`config.mk`:
```
export PLATFORM = sky130hd
export DESIGN_NAME = cpu_run_ctrl_flat
export DESIGN_NICKNAME = d
export VERILOG_FILES = /design/src/rtl/cpu_run_ctrl_if.sv /design/src/rtl/cpu_run_ctrl.sv /design/src/flat_wrapper.sv
export SDC_FILE = /design/constraint.sdc
export NUM_CORES = 1
export LEC_CHECK = 0
export BUFFER_PORTS_ARGS = -buffer_cell sky130_fd_sc_hd__buf_2
export CORE_MARGIN = 2
export CORE_UTILIZATION = 56
export CTS_BUF_LIST = sky130_fd_sc_hd__clkbuf_8 sky130_fd_sc_hd__clkbuf_16
export DETAILED_ROUTE_END_ITERATION = 6
export GPL_TIMING_DRIVEN = 0
export PLACE_DENSITY = 0.79
export SYNTH_ARGS = -nofsm -noshare
export SYNTH_HDL_FRONTEND = slang
export SYNTH_SLANG_ARGS = --single-unit
```
`constraint.sdc`:
```
create_clock -name clk -period 2.6 [get_ports clk]
set_input_delay 0.13 -clock clk [delete_from_list [all_inputs] [get_ports clk]]
set_output_delay 0.13 -clock clk [all_outputs]
set_load 0.03 [all_outputs]
```
`src/rtl/cpu_run_ctrl_if.sv`:
```
// Run-control bundle between the board-side inputs/core and cpu_run_ctrl.
// master drives the controls and observes; slave is the run controller itself.
interface cpu_run_ctrl_if #(
    parameter int unsigned CNT_W = 32
);
    logic             slow_clk;
    logic             run_sw;
    logic             step_btn;
    logic             halt_req;
    logic             bp_en;
    logic [CNT_W-1:0] bp_count;
    logic             cpu_ce;
    logic [CNT_W-1:0] cycle_count;
    logic [1:0]       state;
    logic             running;

    modport master (
        output slow_clk, run_sw, step_btn, halt_req, bp_en, bp_count,
        input  cpu_ce, cycle_count, state, running
    );

    modport slave (
        input  slow_clk, run_sw, step_btn, halt_req, bp_en, bp_count,
        output cpu_ce, cycle_count, state, running
    );
endinterface

```
`src/rtl/cpu_run_ctrl.sv`:
```
// Run controller: turns the slow divider square wave into single-cycle core
// clock enables, with free-run, single-step, halt and cycle-count breakpoint.
module cpu_run_ctrl #(
    parameter int unsigned DEBOUNCE_CYCLES = 250000,
    parameter int unsigned CNT_W           = 32
) (
    input  logic          clk,
    input  logic          rst_n,
    cpu_run_ctrl_if.slave bus
);
    localparam int unsigned DB_W = (DEBOUNCE_CYCLES > 1) ? $clog2(DEBOUNCE_CYCLES) : 1;
    localparam logic [DB_W-1:0] DB_MAX = DB_W'(DEBOUNCE_CYCLES - 1);

    typedef enum logic [1:0] {
        ST_HALT       = 2'd0,
        ST_RUN        = 2'd1,
        ST_STEP_ARMED = 2'd2,
        ST_BREAK      = 2'd3
    } state_e;

    logic            slow_s1_q,   slow_s1_d;
    logic            slow_s2_q,   slow_s2_d;
    logic            slow_prev_q, slow_prev_d;
    logic            btn_s1_q,    btn_s1_d;
    logic            btn_s2_q,    btn_s2_d;
    logic [DB_W-1:0] db_cnt_q,    db_cnt_d;
    logic            btn_db_q,    btn_db_d;
    logic            step_press_q, step_press_d;

    state_e           state_q,       state_d;
    logic             cpu_ce_q,      cpu_ce_d;
    logic [CNT_W-1:0] cycle_count_q, cycle_count_d;
    logic             running_q,     running_d;

    logic tick;
    logic bp_hit;

    // Synchronizers, slow_clk edge detect and step-button debounce
    always_comb begin
        slow_s1_d   = bus.slow_clk;
        slow_s2_d   = slow_s1_q;
        slow_prev_d = slow_s2_q;
        btn_s1_d    = bus.step_btn;
        btn_s2_d    = btn_s1_q;
        db_cnt_d    = db_cnt_q;
        btn_db_d    = btn_db_q;
        if (btn_s2_q == btn_db_q) begin
            db_cnt_d = '0;
        end else if (db_cnt_q == DB_MAX) begin
            btn_db_d = btn_s2_q;
            db_cnt_d = '0;
        end else begin
            db_cnt_d = db_cnt_q + 1'b1;
        end
        step_press_d = btn_db_d & ~btn_db_q;
    end

    always_ff @(posedge clk) begin
        if (!rst_n) begin
            slow_s1_q    <= 1'b0;
            slow_s2_q    <= 1'b0;
            slow_prev_q  <= 1'b0;
            btn_s1_q     <= 1'b0;
            btn_s2_q     <= 1'b0;
            db_cnt_q     <= '0;
            btn_db_q     <= 1'b0;
            step_press_q <= 1'b0;
        end else begin
            slow_s1_q    <= slow_s1_d;
            slow_s2_q    <= slow_s2_d;
            slow_prev_q  <= slow_prev_d;
            btn_s1_q     <= btn_s1_d;
            btn_s2_q     <= btn_s2_d;
            db_cnt_q     <= db_cnt_d;
            btn_db_q     <= btn_db_d;
            step_press_q <= step_press_d;
        end
    end

    assign tick   = slow_s2_q & ~slow_prev_q;
    // Compare against the post-increment count so a bp equal to the count at
    // RUN entry only matches after a full wrap.
    assign bp_hit = bus.bp_en && ((cycle_count_q + CNT_W'(1)) == bus.bp_count);

    always_ff @(posedge clk) begin
        if (!rst_n) begin
            state_q       <= ST_HALT;
            cpu_ce_q      <= 1'b0;
            cycle_count_q <= '0;
            running_q     <= 1'b0;
        end else begin
            state_q       <= state_d;
            cpu_ce_q      <= cpu_ce_d;
            cycle_count_q <= cycle_count_d;
            running_q     <= running_d;
        end
    end

    always_comb begin
        state_d = state_q;
        unique case (state_q)
            ST_HALT: begin
                if (bus.halt_req)      state_d = ST_HALT;
                else if (bus.run_sw)   state_d = ST_RUN;
                else if (step_press_q) state_d = ST_STEP_ARMED;
            end
            ST_RUN: begin
                if (bus.halt_req || !bus.run_sw) state_d = ST_HALT;
                else if (tick && bp_hit)         state_d = ST_BREAK;
            end
            ST_STEP_ARMED: begin
                if (bus.halt_req || tick) state_d = ST_HALT;
            end
            ST_BREAK: begin
                if (bus.halt_req || !bus.run_sw) state_d = ST_HALT;
            end
            default: state_d = ST_HALT;
        endcase
    end

    always_comb begin
        cpu_ce_d = 1'b0;
        unique case (state_q)
            ST_RUN:        cpu_ce_d = tick && !bus.halt_req && bus.run_sw;
            ST_STEP_ARMED: cpu_ce_d = tick && !bus.halt_req;
            default:       cpu_ce_d = 1'b0;
        endcase
        cycle_count_d = cpu_ce_d ? (cycle_count_q + CNT_W'(1)) : cycle_count_q;
        running_d     = (state_d == ST_RUN);
    end

    assign bus.cpu_ce      = cpu_ce_q;
    assign bus.cycle_count = cycle_count_q;
    assign bus.state       = state_q;
    assign bus.running     = running_q;
endmodule
```
`src/flat_wrapper.sv`:
```
// flat-port wrapper written by rule: the top's interface ports become plain ports
module cpu_run_ctrl_flat 
#(
    parameter int unsigned DEBOUNCE_CYCLES = 250000,
    parameter int unsigned CNT_W           = 32
)
  (clk, rst_n, bus_slow_clk, bus_run_sw, bus_step_btn, bus_halt_req, bus_bp_en, bus_bp_count, bus_cpu_ce, bus_cycle_count, bus_state, bus_running);
  cpu_run_ctrl_if #(.CNT_W(CNT_W)) bus_i ();
  input  logic clk;
  input  logic rst_n;
  input wire logic [$bits(bus_i.slow_clk)-1:0] bus_slow_clk;
  input wire logic [$bits(bus_i.run_sw)-1:0] bus_run_sw;
  input wire logic [$bits(bus_i.step_btn)-1:0] bus_step_btn;
  input wire logic [$bits(bus_i.halt_req)-1:0] bus_halt_req;
  input wire logic [$bits(bus_i.bp_en)-1:0] bus_bp_en;
  input wire logic [$bits(bus_i.bp_count)-1:0] bus_bp_count;
  output wire logic [$bits(bus_i.cpu_ce)-1:0] bus_cpu_ce;
  output wire logic [$bits(bus_i.cycle_count)-1:0] bus_cycle_count;
  output wire logic [$bits(bus_i.state)-1:0] bus_state;
  output wire logic [$bits(bus_i.running)-1:0] bus_running;
  assign bus_i.slow_clk = bus_slow_clk;
  assign bus_i.run_sw = bus_run_sw;
  assign bus_i.step_btn = bus_step_btn;
  assign bus_i.halt_req = bus_halt_req;
  assign bus_i.bp_en = bus_bp_en;
  assign bus_i.bp_count = bus_bp_count;
  assign bus_cpu_ce = bus_i.cpu_ce;
  assign bus_cycle_count = bus_i.cycle_count;
  assign bus_state = bus_i.state;
  assign bus_running = bus_i.running;
  cpu_run_ctrl #(.DEBOUNCE_CYCLES(DEBOUNCE_CYCLES), .CNT_W(CNT_W)) u_core (.clk(clk), .rst_n(rst_n), .bus(bus_i));
endmodule
```
==> results of run 1 <==
## worst min-delay path by stage
| stage | startpoint | endpoint | slack [ps] | cells after the start |
|---|---|---|---|---|
| 2_1_floorplan | bus_step_btn | u_core.btn_s1_q | 260 | 1 |
| 3_3_place_gp | bus_slow_clk | u_core.slow_s1_q | 340 | 2 |
| 3_5_place_dp | bus_step_btn | u_core.btn_s1_q | 340 | 2 |
| 4_1_cts | rst_n | u_core.step_press_q | 150 | 3 |
| 5_1_grt | rst_n | u_core.step_press_q | 200 | 3 |
| 6_report | rst_n | u_core.step_press_q | 160 | 3 |
## sequential cells by signal, summed over array words and instances (netlist names)
register,count
u_core.btn_db_q,1
u_core.btn_s1_q,1
u_core.btn_s2_q,1
u_core.bus.cpu_ce,1
u_core.bus.cycle_count,32
u_core.bus.running,1
u_core.bus.state,2
u_core.db_cnt_q,18
u_core.slow_prev_d,1
u_core.slow_prev_q,1
u_core.slow_s1_q,1
u_core.step_press_q,1
## cell usage after synthesis, drive strengths merged (6+ instances only)
| cell type | count |
|---|---|
| a21oi | 12 |
| and2 | 9 |
| and3 | 9 |
| and4 | 7 |
| buf | 10 |
| clkbuf | 12 |
| dfxtp | 61 |
| ha | 6 |
| inv | 9 |
| nand2 | 45 |
| nand3 | 23 |
| nand4 | 16 |
| nor2 | 67 |
| nor3 | 13 |
| nor4b | 6 |
| o21ai | 14 |
| or3 | 13 |
| xnor2 | 42 |
| xor2 | 40 |
## metal layers
| metal | GRT usage [%] | part of all wire (%) | vias to the layer above |
|---|---|---|---|
| met2 | 41.6 | 46 | 167 |
| met4 | 12.9 | 2.9 | 0 |
| met1 | 36.1 | 44 | 1694 |
| met5 | 0 | 0 | - |
| li1 | - | - | 1771 |
| met3 | 4.00 | 7.4 | 31 |
## power by group
part           internal (mW)  total [mW]  switching (mW)
Clock                  0.474       0.892           0.418
Combinational         0.0650       0.139          0.0744
Sequential             0.938       0.941         0.00320
Total                   1.48        1.97           0.495
## through the flow
step	cell area (µm²)	hold WS, ps	instances
6_report	4560	155	634
5_1_grt	4560	198	634
4_1_cts	4540	148	633
3_5_place_dp	4260	341	614
3_3_place_gp	4260	339	614
2_1_floorplan	3790	257	463
## kinds of logic (layout without fill, tap and decap cells)
family / count (synthesis) / in the layout / share of synthesized area [%]
adders and majority gates: 6 / 6 / 1.98
AOI/OAI and AO/OA: 48 / 48 / 8.48
xor gates and xnor gates: 82 / 82 / 18.9
buffers and inverters: 32 / 126 / 3.63
and+or+nand+nor: 227 / 227 / 32.5
DFF: 61 / 61 / 32.2
muxes: 7 / 7 / 2.24
## worst reg2reg max path, delay by kind of cell, from the launching register on
kind | cells | cell delay [ps]
AO/OA/AOI/OAI | 1 | 170
flip-flops | 1 | 500
multiplexers | 1 | 410
AND/OR/NAND/NOR | 4 | 1280
## layout make-up
| class | count | area (µm²) |
|---|---|---|
| tap | 77 | 96.3 |
| buffer | 21 | 96.3 |
| clock inverter | 6 | 71.3 |
| timing repair buffer | 79 | 413 |
| multi-input combinational | 370 | 2480 |
| inverter | 10 | 37.5 |
| sequential | 61 | 1230 |
| fill | 545 | 1900 |
| clock buffer | 10 | 138 |
## timing repair
item | in CTS | in global routing
hold endpoints to repair | 2 | 0
buffers inserted | 1 | 2
hold buffers | 2 | 0
gates resized for setup | 8 | 4
setup endpoints to repair | 18 | 12
pin swaps | 2 | 1
==> flow_metrics.env, run 1 <==
export IMPL_skew_ps=10.2
export IMPL_crit_family="simple AND/OR/NAND/NOR gates"
export IMPL_htree_levels=3
export IMPL_core_area_mm2=0.00646
export IMPL_avgSynthCellArea_um2=8.19
export IMPL_fin_ws_ps=123
export IMPL_ys_top_cells_by_area="dfxtp_1, xnor2_1, xor2_1, nor2_1, nand2_1"
export IMPL_wl_per_cell_um=15.2
export IMPL_drc_errors=0
export IMPL_pre_cts_ws_ps=-273
export IMPL_ys_seq_area_share_pct=32.2
export IMPL_finalCritPeriodShare_pct=95.3
export IMPL_p_leak_nw=1.79
export IMPL_grt_ovfl_total=0
export IMPL_r2r_slack_ps=120
export IMPL_final_common_cell="buf_2"
export IMPL_rows=29
export IMPL_syn2layout_area_growth_pct=20.3
export IMPL_grt_first_pass_wirelength_mm=15.5
export IMPL_syn_area_mm2=0.00379
export IMPL_path_depth=6
export IMPL_synth_top_cell_area_share_pct=32.2
export IMPL_startpoint="u_core.bus.cycle_count[11]"
export IMPL_path_class="reg2reg"
export IMPL_cts_buffer_depth=2
export IMPL_final_cell_mix="buf_2, nor2_1, dfxtp_1"
export IMPL_timing_critical_path_to="u_core.bus.state[1]"
export IMPL_holdCritPathClass="in2reg"
export IMPL_worst_ep_arrival_time_ps=2730
export IMPL_ys_types=60
export IMPL_clock_latency_ps=360
export IMPL_fin_nets=597
export IMPL_start_util_pct=58.7
export IMPL_io_pins=75
export IMPL_syn_nets=508
export IMPL_grt_pass1_vias=3279
export IMPL_cp_required_ps=2850
export IMPL_final_setup_viol_count=0
export IMPL_gr_usage_all_layers_pct=26.6
export IMPL_cts_sinks=61
export IMPL_n_antenna_cell=0
export IMPL_cts_buffers_inserted=9
export IMPL_synth_warnings=0
export IMPL_min_period_ps=2480
export IMPL_drv_cap=0
export IMPL_crit_path_end_kind="register"
export IMPL_grt_max_degree=13
export IMPL_synth_cells=463
export IMPL_power_mw=1.97
export IMPL_synth_edf_count=0
export IMPL_finalWirelength_mm=9.65
export IMPL_synth_async_reset_ratio_pct=0
export IMPL_reg2reg_depth=6
export IMPL_relSlewSlack_pct=56.6
export IMPL_ys_ff_latch=61
export IMPL_routed_via_density=5.78
export IMPL_timing_rr_end="u_core.bus.state[1]"
export IMPL_hpwlAfterDp_mm=7.08
export IMPL_drt_iter0_markers=251
export IMPL_finalHoldViolCount=0
export IMPL_reg2reg_from="u_core.bus.cycle_count[11]"
export IMPL_vias=3663
export IMPL_path_cells="and4_4, nand3_4, nor4_1, mux4_2, and4_1, o21a_1"
export IMPL_cp_num_buf_inv=0
export IMPL_synthFlopType="dfxtp_1"
export IMPL_postRouteAntennaNets=0
export IMPL_synth_area_leader_cell="dfxtp_1"
export IMPL_final_util_pct=70.6
export IMPL_ir_drop_uv=309
export IMPL_status="completed"
export IMPL_p_per_area_mw_per_mm2=433
export IMPL_gp_congestion=0.950
export IMPL_die_w_um=86.3
export IMPL_cp_slowest_stage_delay_ps=630
export IMPL_critPathLaunchType="register"
export IMPL_drive_gt1_share_pct=23.5
export IMPL_worst_slew_pin_transition_ps=645
export IMPL_cts_tree="yes"
export IMPL_cp_slowest_cell="nor4_1"
export IMPL_antenna_found_initial=0
export IMPL_die_h_um=86.3
export IMPL_slew_viol_final=0
export IMPL_crit_fanout=7
export IMPL_port_buffers=74
export IMPL_max_freq_mhz=404
export IMPL_fin_setup_tns_ps=0
export IMPL_root_buffer="clkbuf_8"
export IMPL_dr_pass1_iters=5
export IMPL_die_area_mm2=0.00744
export IMPL_path_clk_slew_ps=80
export IMPL_grt_setup_unrepaired="no"
Note: power is estimated with default switching activity, not from simulation.
==> inputs of run 2 (changes only) <==
--- a/config.mk
+++ b/config.mk
@@ -5,9 +5,10 @@
 export SDC_FILE = /design/constraint.sdc
 export NUM_CORES = 1
 export LEC_CHECK = 0
+export ABC_AREA = 1
 export BUFFER_PORTS_ARGS = -buffer_cell sky130_fd_sc_hd__buf_2
 export CORE_MARGIN = 2
-export CORE_UTILIZATION = 56
+export CORE_UTILIZATION = 57
 export CTS_BUF_LIST = sky130_fd_sc_hd__clkbuf_8 sky130_fd_sc_hd__clkbuf_16
 export DETAILED_ROUTE_END_ITERATION = 6
 export GPL_TIMING_DRIVEN = 0
==> run 2 against run 1 <==
Against the previous run:
- sequential cell count unchanged
- sequential share of layout area decreased by 2.0 points
- global-route usage increased by 3.6 points
- synthesized cell count increased by 52%
- synthesized area increased by 9.4%
- non-clock buffer count decreased by 12
- clock skew increased by 3.9 ps
- combinational power decreased by 12%
- critical endpoint is now u_core.bus.running
- largest power group unchanged
- highest routed layer unchanged
==> flow_metrics.env, run 2 <==
export IMPL_status="completed"
export IMPL_path_cells="ha_2, nand2_2, nor2_4, buf_12, nand3_4, clkinv_1, nand3_1, nand3b_1, nand3_1, nor2_2, nand2_1, nor2_2, nand3_2, nand2_1, nand2_1, nand2_1, nand2_1, nor2_2"
export IMPL_io_pins=75
export IMPL_vias=4723
export IMPL_final_setup_viol_count=0
export IMPL_fin_setup_tns_ps=0
export IMPL_worst_slew_pin_transition_ps=625
export IMPL_holdCritPathClass="in2reg"
export IMPL_cp_num_buf_inv=2
export IMPL_drt_iter0_markers=301
export IMPL_ys_types=34
export IMPL_routed_via_density=5.28
export IMPL_synth_cells=702
export IMPL_crit_fanout=7
export IMPL_die_w_um=89.3
export IMPL_wl_per_cell_um=13.2
export IMPL_cpMostUsedCell="nand2_1"
export IMPL_synth_area_leader_cell="dfxtp_1"
export IMPL_drv_cap=0
export IMPL_power_mw=1.94
export IMPL_htree_levels=3
export IMPL_skew_ps=14.1
export IMPL_clock_latency_ps=350
export IMPL_cts_sinks=61
export IMPL_p_per_area_mw_per_mm2=395
export IMPL_gr_usage_all_layers_pct=30.2
export IMPL_grt_first_pass_wirelength_mm=18.6
export IMPL_port_buffers=73
export IMPL_drc_errors=0
export IMPL_hpwlAfterDp_mm=8.94
export IMPL_synth_warnings=0
export IMPL_finalWirelength_mm=11.8
export IMPL_design_area_mm2=0.00492
export IMPL_fin_hold_ws_ps=164
export IMPL_synth_edf_count=0
export IMPL_place_area_mm2=0.00464
export IMPL_gp_congestion=0.979
export IMPL_drive_gt1_share_pct=15.3
export IMPL_n_antenna_cell=0
export IMPL_final_util_pct=69.0
export IMPL_synth_async_reset_ratio_pct=0
export IMPL_grt_ovfl_total=0
export IMPL_dr_pass1_iters=7
export IMPL_avgSynthCellArea_um2=5.91
export IMPL_cp_slowest_cell="dfxtp_2"
export IMPL_ys_seq_area_share_pct=29.5
export IMPL_n_fill_cell=689
export IMPL_p_leak_nw=2.48
export IMPL_path_class="reg2reg"
export IMPL_die_h_um=89.3
export IMPL_grt_max_degree=13
export IMPL_path_clk_slew_ps=80
export IMPL_largest_reg_flops=32
export IMPL_relSlewSlack_pct=58.4
export IMPL_root_buffer="clkbuf_8"
export IMPL_grt_setup_unrepaired="no"
export IMPL_ys_ff_latch=61
export IMPL_fin_nets=835
export IMPL_postRouteAntennaNets=0
export IMPL_cts_buffer_depth=2
export IMPL_ys_top_cells_by_area="dfxtp_1, nand2_1, inv_1, nand3_1, nor2_1"
export IMPL_cp_slowest_stage_delay_ps=380
export IMPL_grt_pass1_vias=4185
export IMPL_synthTopCellsByCount="nand2_1, inv_1, nor2_1, nand3_1, dfxtp_1"
export IMPL_ir_drop_uv=219
export IMPL_crit_family="simple AND/OR/NAND/NOR gates"
export IMPL_finalHoldViolCount=0
export IMPL_critPathLaunchType="register"
export IMPL_worst_ep_arrival_time_ps=2710
export IMPL_antenna_found_initial=0
export IMPL_slew_viol_final=0
export IMPL_max_freq_mhz=413
export IMPL_syn2layout_area_growth_pct=18.7
export IMPL_finalCritPeriodShare_pct=93.2
export IMPL_start_util_pct=58.1
export IMPL_core_area_mm2=0.00714
export IMPL_cts_tree="yes"
export IMPL_syn_area_mm2=0.00415
export IMPL_crit_path_end_kind="register"
export IMPL_synthFlopType="dfxtp_1"
export IMPL_synth_top_cell_area_share_pct=29.5
export IMPL_cts_buffers_inserted=9
export IMPL_rows=31
export IMPL_synth_most_common_cell="nand2_1"
export IMPL_min_period_ps=2420
export IMPL_final_cell_mix="nand2_1, inv_1, buf_2"
export IMPL_syn_nets=747
export IMPL_die_area_mm2=0.00797
export IMPL_final_common_cell="nand2_1"
export IMPL_cp_required_ps=2890
run 2: metrics by stage:
step / cells / setup slack [ps]
global placement: 874 / 109
global route: 894 / 21.0
CTS: 892 / 28.7
detailed placement: 874 / 69.9
floorplan: 702 / 364
finish: 894 / 178
run 2: where the power goes:
part	internal (mW)	switching, mW
Clock	0.447	0.433
Sequential	0.939	0.00325
Combinational	0.0514	0.0713
Total	1.44	0.507
run 2: worst paths after layout:
kind | startpoint | end | slack (ps) | cells after the start
max | u_core.bus.cycle_count[0] | u_core.bus.running | 180 | 18
min | bus_run_sw | u_core.bus.state[1] | 160 | 4
max reg2reg | u_core.bus.cycle_count[0] | u_core.bus.running | 180 | 18
min reg2reg | u_core.btn_s1_q | u_core.btn_s2_q | 430 | 2
run 2: cells by family (layout without fill, tap and decap cells):
family,after synthesis,in the layout,share of synthesized area (%)
adder cells (fa/ha/maj),6,6,1.81
flip-flops,61,61,29.5
XOR/XNOR,8,8,2.02
buffers and inverters,140,233,12.7
AO/OA/AOI/OAI,80,80,10.4
AND/OR/NAND/NOR,407,407,43.7
run 2: final cells by class:
| type | count | area, µm² | area share (%) |
|---|---|---|---|
| Multi-Input combinational cell | 501 | 2440 | 49.5 |
| Inverter | 129 | 484 | 9.84 |
| Clock inverter | 7 | 75.1 | 1.53 |
| Buffer | 11 | 41.3 | 0.839 |
| Timing Repair Buffer | 77 | 413 | 8.39 |
| Sequential cell | 61 | 1220 | 24.9 |
| Tap cell | 99 | 124 | 2.52 |
| Clock buffer | 9 | 124 | 2.52 |
run 2: routing by layer:
metal  track usage, %  vias to the layer above  share of wire (%)
met5                0                        -                  0
met3             4.62                       31                6.7
met2             52.9                      189                 49
li1                 -                     2374                  -
met1             37.4                     2129                 42
met4             11.3                        0                2.8
run 2: worst reg2reg max path: stages, from the launching register on:
cell	delay, ps
dfxtp_2	380
ha_2	220
nand2_2	100
nor2_4	150
buf_12	140
nand3_4	90
clkinv_1	110
nand3_1	70
nand3b_1	140
nand3_1	100
nor2_2	160
nand2_1	90
nor2_2	140
nand3_2	110
nand2_1	70
nand2_1	50
nand2_1	50
nand2_1	70
nor2_2	100
run 2: repair_timing:
action                                  CTS  global route
gates resized for setup                   0            12
hold endpoints to repair                  2             0
hold buffers                              2             0
endpoints found under the setup margin    0            22
buffers inserted                          0             2
